<file path="config.mk">
export PLATFORM = sky130hd
export DESIGN_NAME = control_sequencer
export DESIGN_NICKNAME = d
export VERILOG_FILES = /design/src/rtl/cpu_ctrl_pkg.sv /design/src/rtl/microcode_rom.sv /design/src/rtl/control_sequencer.sv
export SDC_FILE = /design/constraint.sdc
export NUM_CORES = 1
export LEC_CHECK = 0
export BUFFER_PORTS_ARGS = -buffer_cell sky130_fd_sc_hd__buf_4
export CORE_MARGIN = 3
export CORE_UTILIZATION = 54
export DETAILED_ROUTE_END_ITERATION = 6
export HOLD_SLACK_MARGIN = 0.06
export PLACE_DENSITY = 0.85
export SYNTH_ARGS = -nofsm -noshare
export SYNTH_HDL_FRONTEND = slang
export SYNTH_HIERARCHICAL = 1
export SYNTH_SLANG_ARGS = --single-unit
</file>
<file path="constraint.sdc">
create_clock -name clock -period 6.3 [get_ports clock]
set_clock_uncertainty 0.15 [all_clocks]
set_input_delay 0.63 -clock clock [delete_from_list [all_inputs] [get_ports clock]]
set_output_delay 0.63 -clock clock [all_outputs]
set_load 0.03 [all_outputs]
</file>
<file path="src/rtl/cpu_ctrl_pkg.sv">
// Shared definitions for the 8-bit computer control path: opcodes, control-word layout, instruction lengths.
// Optional conditional jumps (JC/JZ) are enabled with the SEQ_COND_JUMP_EN macro.
package cpu_ctrl_pkg;

  localparam logic [3:0] OP_NOP = 4'h0;
  localparam logic [3:0] OP_LDA = 4'h1;
  localparam logic [3:0] OP_ADD = 4'h2;
  localparam logic [3:0] OP_SUB = 4'h3;
  localparam logic [3:0] OP_STA = 4'h4;
  localparam logic [3:0] OP_LDI = 4'h5;
  localparam logic [3:0] OP_JMP = 4'h6;
  localparam logic [3:0] OP_JC  = 4'h7;
  localparam logic [3:0] OP_JZ  = 4'h8;
  localparam logic [3:0] OP_OUT = 4'hE;
  localparam logic [3:0] OP_HLT = 4'hF;

  localparam int unsigned CW_MI  = 0;
  localparam int unsigned CW_RI  = 1;
  localparam int unsigned CW_RO  = 2;
  localparam int unsigned CW_II  = 3;
  localparam int unsigned CW_IO  = 4;
  localparam int unsigned CW_AI  = 5;
  localparam int unsigned CW_AO  = 6;
  localparam int unsigned CW_EO  = 7;
  localparam int unsigned CW_SU  = 8;
  localparam int unsigned CW_BI  = 9;
  localparam int unsigned CW_OI  = 10;
  localparam int unsigned CW_CE  = 11;
  localparam int unsigned CW_CO  = 12;
  localparam int unsigned CW_J   = 13;
  localparam int unsigned CW_HLT = 14;

  typedef logic [15:0] control_word_t;

  // Index of the final T-state for an opcode (length minus one).
  function automatic logic [2:0] last_step(input logic [3:0] opc);
    logic [2:0] ls;
    case (opc)
      OP_LDA, OP_STA:                 ls = 3'd3;
      OP_ADD, OP_SUB:                 ls = 3'd4;
      OP_LDI, OP_JMP, OP_OUT, OP_HLT: ls = 3'd2;
`ifdef SEQ_COND_JUMP_EN
      OP_JC, OP_JZ:                   ls = 3'd2;
`endif
      default:                        ls = 3'd1;
    endcase
    return ls;
  endfunction

endpackage

</file>
<file path="src/rtl/microcode_rom.sv">
// Combinational microcode: maps (opcode, T-state, ALU flags) to the control word.
// With SEQ_COND_JUMP_EN, opcodes JC/JZ load the PC when the selected flag is set.
module microcode_rom
  import cpu_ctrl_pkg::*;
#(
  parameter int unsigned OPC_W  = 4,
  parameter int unsigned STEP_W = 3
) (
  input  logic [OPC_W-1:0]  opcode,
  input  logic [STEP_W-1:0] t_state,
  input  logic              carry_flag,
  input  logic              zero_flag,
  output logic [15:0]       cw
);

  logic t2;
  logic t3;
  logic t4;

  assign t2 = (t_state == STEP_W'(2));
  assign t3 = (t_state == STEP_W'(3));
  assign t4 = (t_state == STEP_W'(4));

`ifndef SEQ_COND_JUMP_EN
  logic unused_flags;
  assign unused_flags = carry_flag ^ zero_flag;
`endif

  always_comb begin
    cw = '0;
    if (t_state == STEP_W'(0)) begin
      cw[CW_CO] = 1'b1;
      cw[CW_MI] = 1'b1;
    end else if (t_state == STEP_W'(1)) begin
      cw[CW_RO] = 1'b1;
      cw[CW_II] = 1'b1;
      cw[CW_CE] = 1'b1;
    end else begin
      case (opcode)
        OP_LDA: begin
          if (t2) begin cw[CW_IO] = 1'b1; cw[CW_MI] = 1'b1; end
          if (t3) begin cw[CW_RO] = 1'b1; cw[CW_AI] = 1'b1; end
        end
        OP_ADD, OP_SUB: begin
          if (t2) begin cw[CW_IO] = 1'b1; cw[CW_MI] = 1'b1; end
          if (t3) begin cw[CW_RO] = 1'b1; cw[CW_BI] = 1'b1; end
          if (t4) begin
            cw[CW_EO] = 1'b1;
            cw[CW_AI] = 1'b1;
            cw[CW_SU] = (opcode == OP_SUB);
          end
        end
        OP_STA: begin
          if (t2) begin cw[CW_IO] = 1'b1; cw[CW_MI] = 1'b1; end
          if (t3) begin cw[CW_AO] = 1'b1; cw[CW_RI] = 1'b1; end
        end
        OP_LDI: if (t2) begin cw[CW_IO] = 1'b1; cw[CW_AI] = 1'b1; end
        OP_JMP: if (t2) begin cw[CW_IO] = 1'b1; cw[CW_J]  = 1'b1; end
`ifdef SEQ_COND_JUMP_EN
        OP_JC:  if (t2 && carry_flag) begin cw[CW_IO] = 1'b1; cw[CW_J] = 1'b1; end
        OP_JZ:  if (t2 && zero_flag)  begin cw[CW_IO] = 1'b1; cw[CW_J] = 1'b1; end
`endif
        OP_OUT: if (t2) begin cw[CW_AO] = 1'b1; cw[CW_OI] = 1'b1; end
        OP_HLT: if (t2) cw[CW_HLT] = 1'b1;
        default: ;
      endcase
    end
  end

endmodule

</file>
<file path="src/rtl/control_sequencer.sv">
// Instruction register, T-state counter and halt latch driving the 8-bit computer's control lines.
// Optional conditional jumps are enabled with the SEQ_COND_JUMP_EN macro.
module control_sequencer
  import cpu_ctrl_pkg::*;
#(
  parameter int unsigned STEP_W = 3,
  parameter int unsigned OPC_W  = 4
) (
  input  logic              clock,
  input  logic              CLR,
  input  logic [7:0]        bus_in,
  input  logic              carry_flag,
  input  logic              zero_flag,
  output logic              MI,
  output logic              RI,
  output logic              RO,
  output logic              II,
  output logic              IO,
  output logic              AI,
  output logic              AO,
  output logic              EO,
  output logic              SU,
  output logic              BI,
  output logic              OI,
  output logic              CE,
  output logic              CO,
  output logic              J,
  output logic              HLT,
  output logic [3:0]        ir_operand,
  output logic [OPC_W-1:0]  opcode,
  output logic [STEP_W-1:0] t_state,
  output logic              halted
);

  logic [7:0]       ir;
  control_word_t    rom_cw;
  control_word_t    cw;
  logic [OPC_W-1:0] step_opc;
  logic [STEP_W-1:0] final_step;
  logic             unused_spare;

  assign opcode     = ir[7:8-OPC_W];
  assign ir_operand = ir[3:0];

  microcode_rom #(
    .OPC_W  (OPC_W),
    .STEP_W (STEP_W)
  ) u_rom (
    .opcode     (opcode),
    .t_state    (t_state),
    .carry_flag (carry_flag),
    .zero_flag  (zero_flag),
    .cw         (rom_cw)
  );

  always_comb begin
    cw = rom_cw;
    if (halted) begin
      cw         = '0;
      cw[CW_HLT] = 1'b1;
    end
  end

  // During T1 the IR is loaded on the same edge the counter advances, so the
  // length decision must look at the incoming opcode (a NOP ends at T1).
  assign step_opc   = cw[CW_II] ? bus_in[7:8-OPC_W] : opcode;
  assign final_step = STEP_W'(last_step(step_opc));

  always_ff @(posedge clock or posedge CLR) begin
    if (CLR) begin
      ir      <= '0;
      t_state <= '0;
      halted  <= 1'b0;
    end else if (!halted) begin
      if (cw[CW_II]) ir <= bus_in;
      if (cw[CW_HLT]) begin
        halted <= 1'b1;
      end else if (t_state == final_step) begin
        t_state <= '0;
      end else begin
        t_state <= t_state + 1'b1;
      end
    end
  end

  assign MI  = cw[CW_MI];
  assign RI  = cw[CW_RI];
  assign RO  = cw[CW_RO];
  assign II  = cw[CW_II];
  assign IO  = cw[CW_IO];
  assign AI  = cw[CW_AI];
  assign AO  = cw[CW_AO];
  assign EO  = cw[CW_EO];
  assign SU  = cw[CW_SU];
  assign BI  = cw[CW_BI];
  assign OI  = cw[CW_OI];
  assign CE  = cw[CW_CE];
  assign CO  = cw[CW_CO];
  assign J   = cw[CW_J];
  assign HLT = cw[CW_HLT];

  assign unused_spare = cw[15];

endmodule
</file>
Word level (Yosys, flattened, before mapping)
Memories as Yosys holds them, arrays and structs flattened.
Cells that the tools add are included.
{ "word_totals": {"romBits": 48, "mem_count": 1, "elab_cells": 56, "reg_bits": 12, "in_bits": 12} }
{ "memory_table": {"columns": ["name", "depth", "word_bits", "read_ports", "rd_clocked_by_memory_dff", "wr", "line", "source"], "rows": [
  ["(name not given)", 16, 3, 1, 0, 0, "cpu_ctrl_pkg.sv:38", "case (opc)"]
]} }
{ "op_classes": {"n_reduce_logical": 7, "mux": 29, "n_addsub": 1, "eq_ne": 13, "bitwise": 2} }
{ "op_table": {"columns": ["op", "n"], "rows": [
  ["$mux W1", 15],
  ["$mux W15", 1],
  ["$eq A4 B3 Y1 const B", 3],
  ["$mux W11", 1],
  ["$mux W2", 5],
  ["$eq A4 B2 Y1 const B", 2],
  ["$eq A4 B4 Y1 const B", 2],
  ["$mux W7", 1],
  ["$eq A3 B2 Y1 const B", 2],
  ["$mux W3", 2],
  ["$reduce_or A5 Y1", 1],
  ["$eq A4 B1 Y1 const B", 1],
  ["$mux W4", 1],
  ["$pmux W1 S2", 2],
  ["$reduce_and A2 Y1", 2],
  ["$reduce_or A4 Y1", 1],
  ["$add A3 B1 Y3 const B", 1],
  ["$eq A3 B1 Y1 const B", 1],
  ["$eq A3 B3 Y1", 1],
  ["$eq A3 B3 Y1 const B", 1],
  ["$logic_not A3 Y1", 1],
  ["$pmux W1 S3", 1],
  ["$reduce_or A3 Y1", 1],
  ["$not A1 Y1", 2],
  ["$reduce_or A2 Y1", 1]
]} }

Depth between registers and ports, before layout
An unclocked memory read counts as a cell.
{ "depth": {"ltp_word": 10, "ltp_mapped": 11, "ltp_nobuf": 10} }

By module
Netlist, hierarchy kept.
{ "by_module_without_submodules": {"columns": ["mod", "n_inst", "cells_each", "seq_area_each_um2", "area_per_inst_um2"], "rows": [
  ["control_sequencer", 1, 92, 300.3, 848.3],
  ["microcode_rom", 1, 42, 0.0, 305.3]
]} }

Worst setup path after synthesis
OpenSTA, ideal clock, no wires.
{ "synth_timing": {"path_type": "reg2reg", "from": "reg t_state[0]", "to": "reg t_state[2]", "required_time_ns": 6.016, "stages_incl_launch_ff": 12, "setup_time_ns": 0.134, "arrival_ns": 2.414, "slack_ns": 3.602, "cell_sequence": "dfrtp_1 > clkbuf_8 > nand2_1 > nor2_1 > nand2b_4 > buf_12 > inv_8 > mux2_4 > or2_4 > o311ai_4 > o31a_1 > a31oi_1"} }
{ "synth_via": {"elab_chain_len": 8, "word_cells_on_any_way": 17, "classes_between": "add/sub (1); eq/ne (3); mux (9); bitwise (1); reduce/logical (2); memory (1)"} }
{ "synth_rtl": {"columns": ["element", "line", "source"], "rows": [
  ["start, declared", "control_sequencer.sv:31", "output logic [STEP_W-1:0] t_state,"],
  ["start signal, assigned", "control_sequencer.sv:81", "t_state <= t_state + 1'b1;"],
  ["$eq A3 B1 Y1", "microcode_rom.sv:34", "end else if (t_state == STEP_W'(1)) begin"],
  ["$mux W1", "microcode_rom.sv:34", null],
  ["$mux W11 *", "microcode_rom.sv:31", "if (t_state == STEP_W'(0)) begin"],
  ["via rom_cw[3]", "control_sequencer.sv:36", "control_word_t rom_cw;"],
  ["$mux W15 *", "control_sequencer.sv:58", "if (halted) begin"],
  ["via II", "control_sequencer.sv:17", "output logic II,"],
  ["$mux W4 *", "control_sequencer.sv:66", "assign step_opc = cw[CW_II] ? bus_in[7:8-OPC_W] : opcode;"],
  ["$mem_v2 Z16 W3 *", null, null],
  ["$eq A3 B3 Y1 *", "control_sequencer.sv:78", "end else if (t_state == final_step) begin"],
  ["$mux W3 *", "control_sequencer.sv:78", null]
]} }
The timed path passes the listed nets; every way through them passes the cells marked *.
A chain may end at the register's enable or synchronous reset.

Worst setup path in the final report
{ "layout_timing": {"from": "reg t_state[1]", "to": "out RI"} }
{ "layout_via": {"elab_chain_len": 6, "word_cells_on_any_way": 8, "classes_between": "eq/ne (2); mux (5); reduce/logical (1)"} }
{ "layout_rtl": {"columns": ["element", "line", "source"], "rows": [
  ["$eq A3 B2 Y1", "microcode_rom.sv:21", "assign t3 = (t_state == STEP_W'(3));"],
  ["$mux W1", "microcode_rom.sv:55", "if (t3) begin cw[CW_AO] = 1'b1; cw[CW_RI] = 1'b1; end"],
  ["$mux W1", "microcode_rom.sv:39", "case (opcode)"],
  ["$mux W2", "microcode_rom.sv:34", null],
  ["$mux W11 *", "microcode_rom.sv:31", null],
  ["via rom_cw[1]", "control_sequencer.sv:36", null],
  ["$mux W15 *", "control_sequencer.sv:58", null],
  ["end, declared", "control_sequencer.sv:15", "output logic RI,"]
]} }
Marked as above.

==> run summary <==
Status = finished clean
CP max FO = 13
R2R depth = 9
DRT iter0 DRCs = 19
Gpl congestion = 0.8318
Buf/Inv on CP = 1
CTS resizes = 0
Data arrival time of the critical path = 2.01 ns
VDD IR max = 0.0004287 V
Post-Syn Instances = 132
CTS max path bufs = 2
CTS tree = built
Die Wd = 52.00 um
RR Startpoint = t_state[0]
Worst R2R Setup Slack = 3.57 ns
I/O pins = 39
Via count = 1050
Final antenna-violating net count = 0
Final Hold Fails = 0
Worst EP required = 5.52 ns
Setup crit start = t_state[1]
Max Clk Rate = 0.3587 GHz
Vias in the first global route = 953
Worst setup SP type = register
Clock-pin slew on the worst setup and hold paths = 0.08 ns
CP peak stage delay = 0.68 ns
Hpwl dp = 1.988 mm
Final min period = 2.788 ns
Total congestion overflow = 0
Area Overhead vs Synth = 22.23%
Pins over their slew limit = 0
H-tree depth = 1
Slew margin rel. = 0.6421
Total track usage = 0.1981
Power Density = 608.8 mW/mm2
Avg Cell Area, Syn = 8.654 um2
TNS Setup = 0 ns
N_diodes = 0
Die Area = 0.002703 mm2
Cell chain of the critical path = nor3b_2 > nand2_1 > nor4b_1 > and2b_2 > buf_4
Slew @ Worst Pin = 0.5369 ns
Non-Filler Instances = 191
Nets = 178
FILL cells = 157
Num rows = 16
Pre-CTS setup slack = 3.577 ns
First-pass GRT wire length = 4.140 mm
Post-Route WL = 2.559 mm
Cell at the slowest stage of the critical path = dfrtp_1
Worst skew pair latency = 0.26 ns
Final WS setup = 3.512 ns
Final setup viols = 0
Initial antenna violation count = 0
Yosys warning count = 6
Worst reg2reg path endpoint = t_state[2]
Placed cell areas = 0.001360 mm2
Tcrit/Tclk final = 0.4426
Port bufs = 36
DRC = 0
Worst hold-check path type = in -> async
CP Depth = 5
WL/cell = 13.40 um
Worst path top cell family by delay = simple AND/OR/NAND/NOR gates
Die H = 52.00 um
Post-Synthesis Cell Area = 0.001142 mm2
Pin count of the biggest net entering global routing = 19
# clock sinks = 12
Setup crit end = RI
Layout cells sized above 1 = 0.3598
Root Driver = clkbuf_4
Tot Pwr = 850.1 uW
Mapped Nets = 145
Hold_buf cts = 0
Placed insts = 187
Starting Density = 0.5764
CP Class = reg -> out
Post-CTS Setup Inserts = 0
Crit path capture type = output port
Max Cap Viol = 0
Core area = 0.001982 mm2
CTS Buf Count = 3
Static Leakage = 0.0007204 uW
Final Cell Area = 0.001396 mm2
DRT Pass-1 Iters = 5
DR vias/cell = 5.497
Unrepaired setup endpoints after global routing = no
==> stage by stage <==
step                      hold slack, ns  utilization
after detailed placement          0.3194       0.6862
after floorplan                   0.3447            -
after global routing              0.2408       0.7045
after CTS                         0.2254       0.7045
final                             0.2112       0.7045
after global placement            0.3106       0.6862
==> report_power, final <==
group | internal (uW) | switching, uW
Combinational | 242 | 328
Sequential | 115 | 106
Clock | 35.0 | 24.0
==> layout make-up <==
cell class                      instances  area [um2]  area share
Inverter                               11       48.80     0.03495
Sequential cell                        12       300.3      0.2151
Multi-Input combinational cell        101       706.9      0.5063
Clock buffer                            4       36.28     0.02599
Timing Repair Buffer                   36       270.3      0.1935
Tap cell                               27       33.78     0.02419
==> how the worst min path moves through the flow <==
| stage | slack (ns) | endpoint |
|---|---|---|
| 3_5_place_dp | 0.32 | ir[1] |
| 5_1_grt | 0.24 | ir[2] |
| 2_1_floorplan | 0.34 | halted |
| 4_1_cts | 0.23 | ir[2] |
| 3_3_place_gp | 0.31 | ir[2] |
| 6_report | 0.21 | ir[2] |
==> metal layers <==
layer	vias up	routed length, um	GRT usage
li1	518	-	-
met1	492	1086	0.2419
met2	36	1293	0.3640
met3	4	142	0.02006
met4	0	36	0.05240
met5	-	0	0
==> state kept, by name, summed over array words and instances, names as in the netlist <==
register  count
ir            8
t_state       3
halted        1
==> cells in the final DEF (no fill, tap or decap), types with 2 or more instances in the layout <==
master	n
mux2i_1	3
nor4_1	3
a21oi_1	3
xor2_1	2
mux2_2	2
nand2_1	24
nor3_1	6
nor2_1	5
nor2b_1	13
nand2b_4	2
or3_2	2
a31oi_1	3
clkbuf_4	3
inv_1	10
nand2b_1	3
or2_4	2
buf_4	36
and3_1	2
dfrtp_1	12
and2b_2	3
o21ai_0	2
Power figures use the tool's default switching activity.
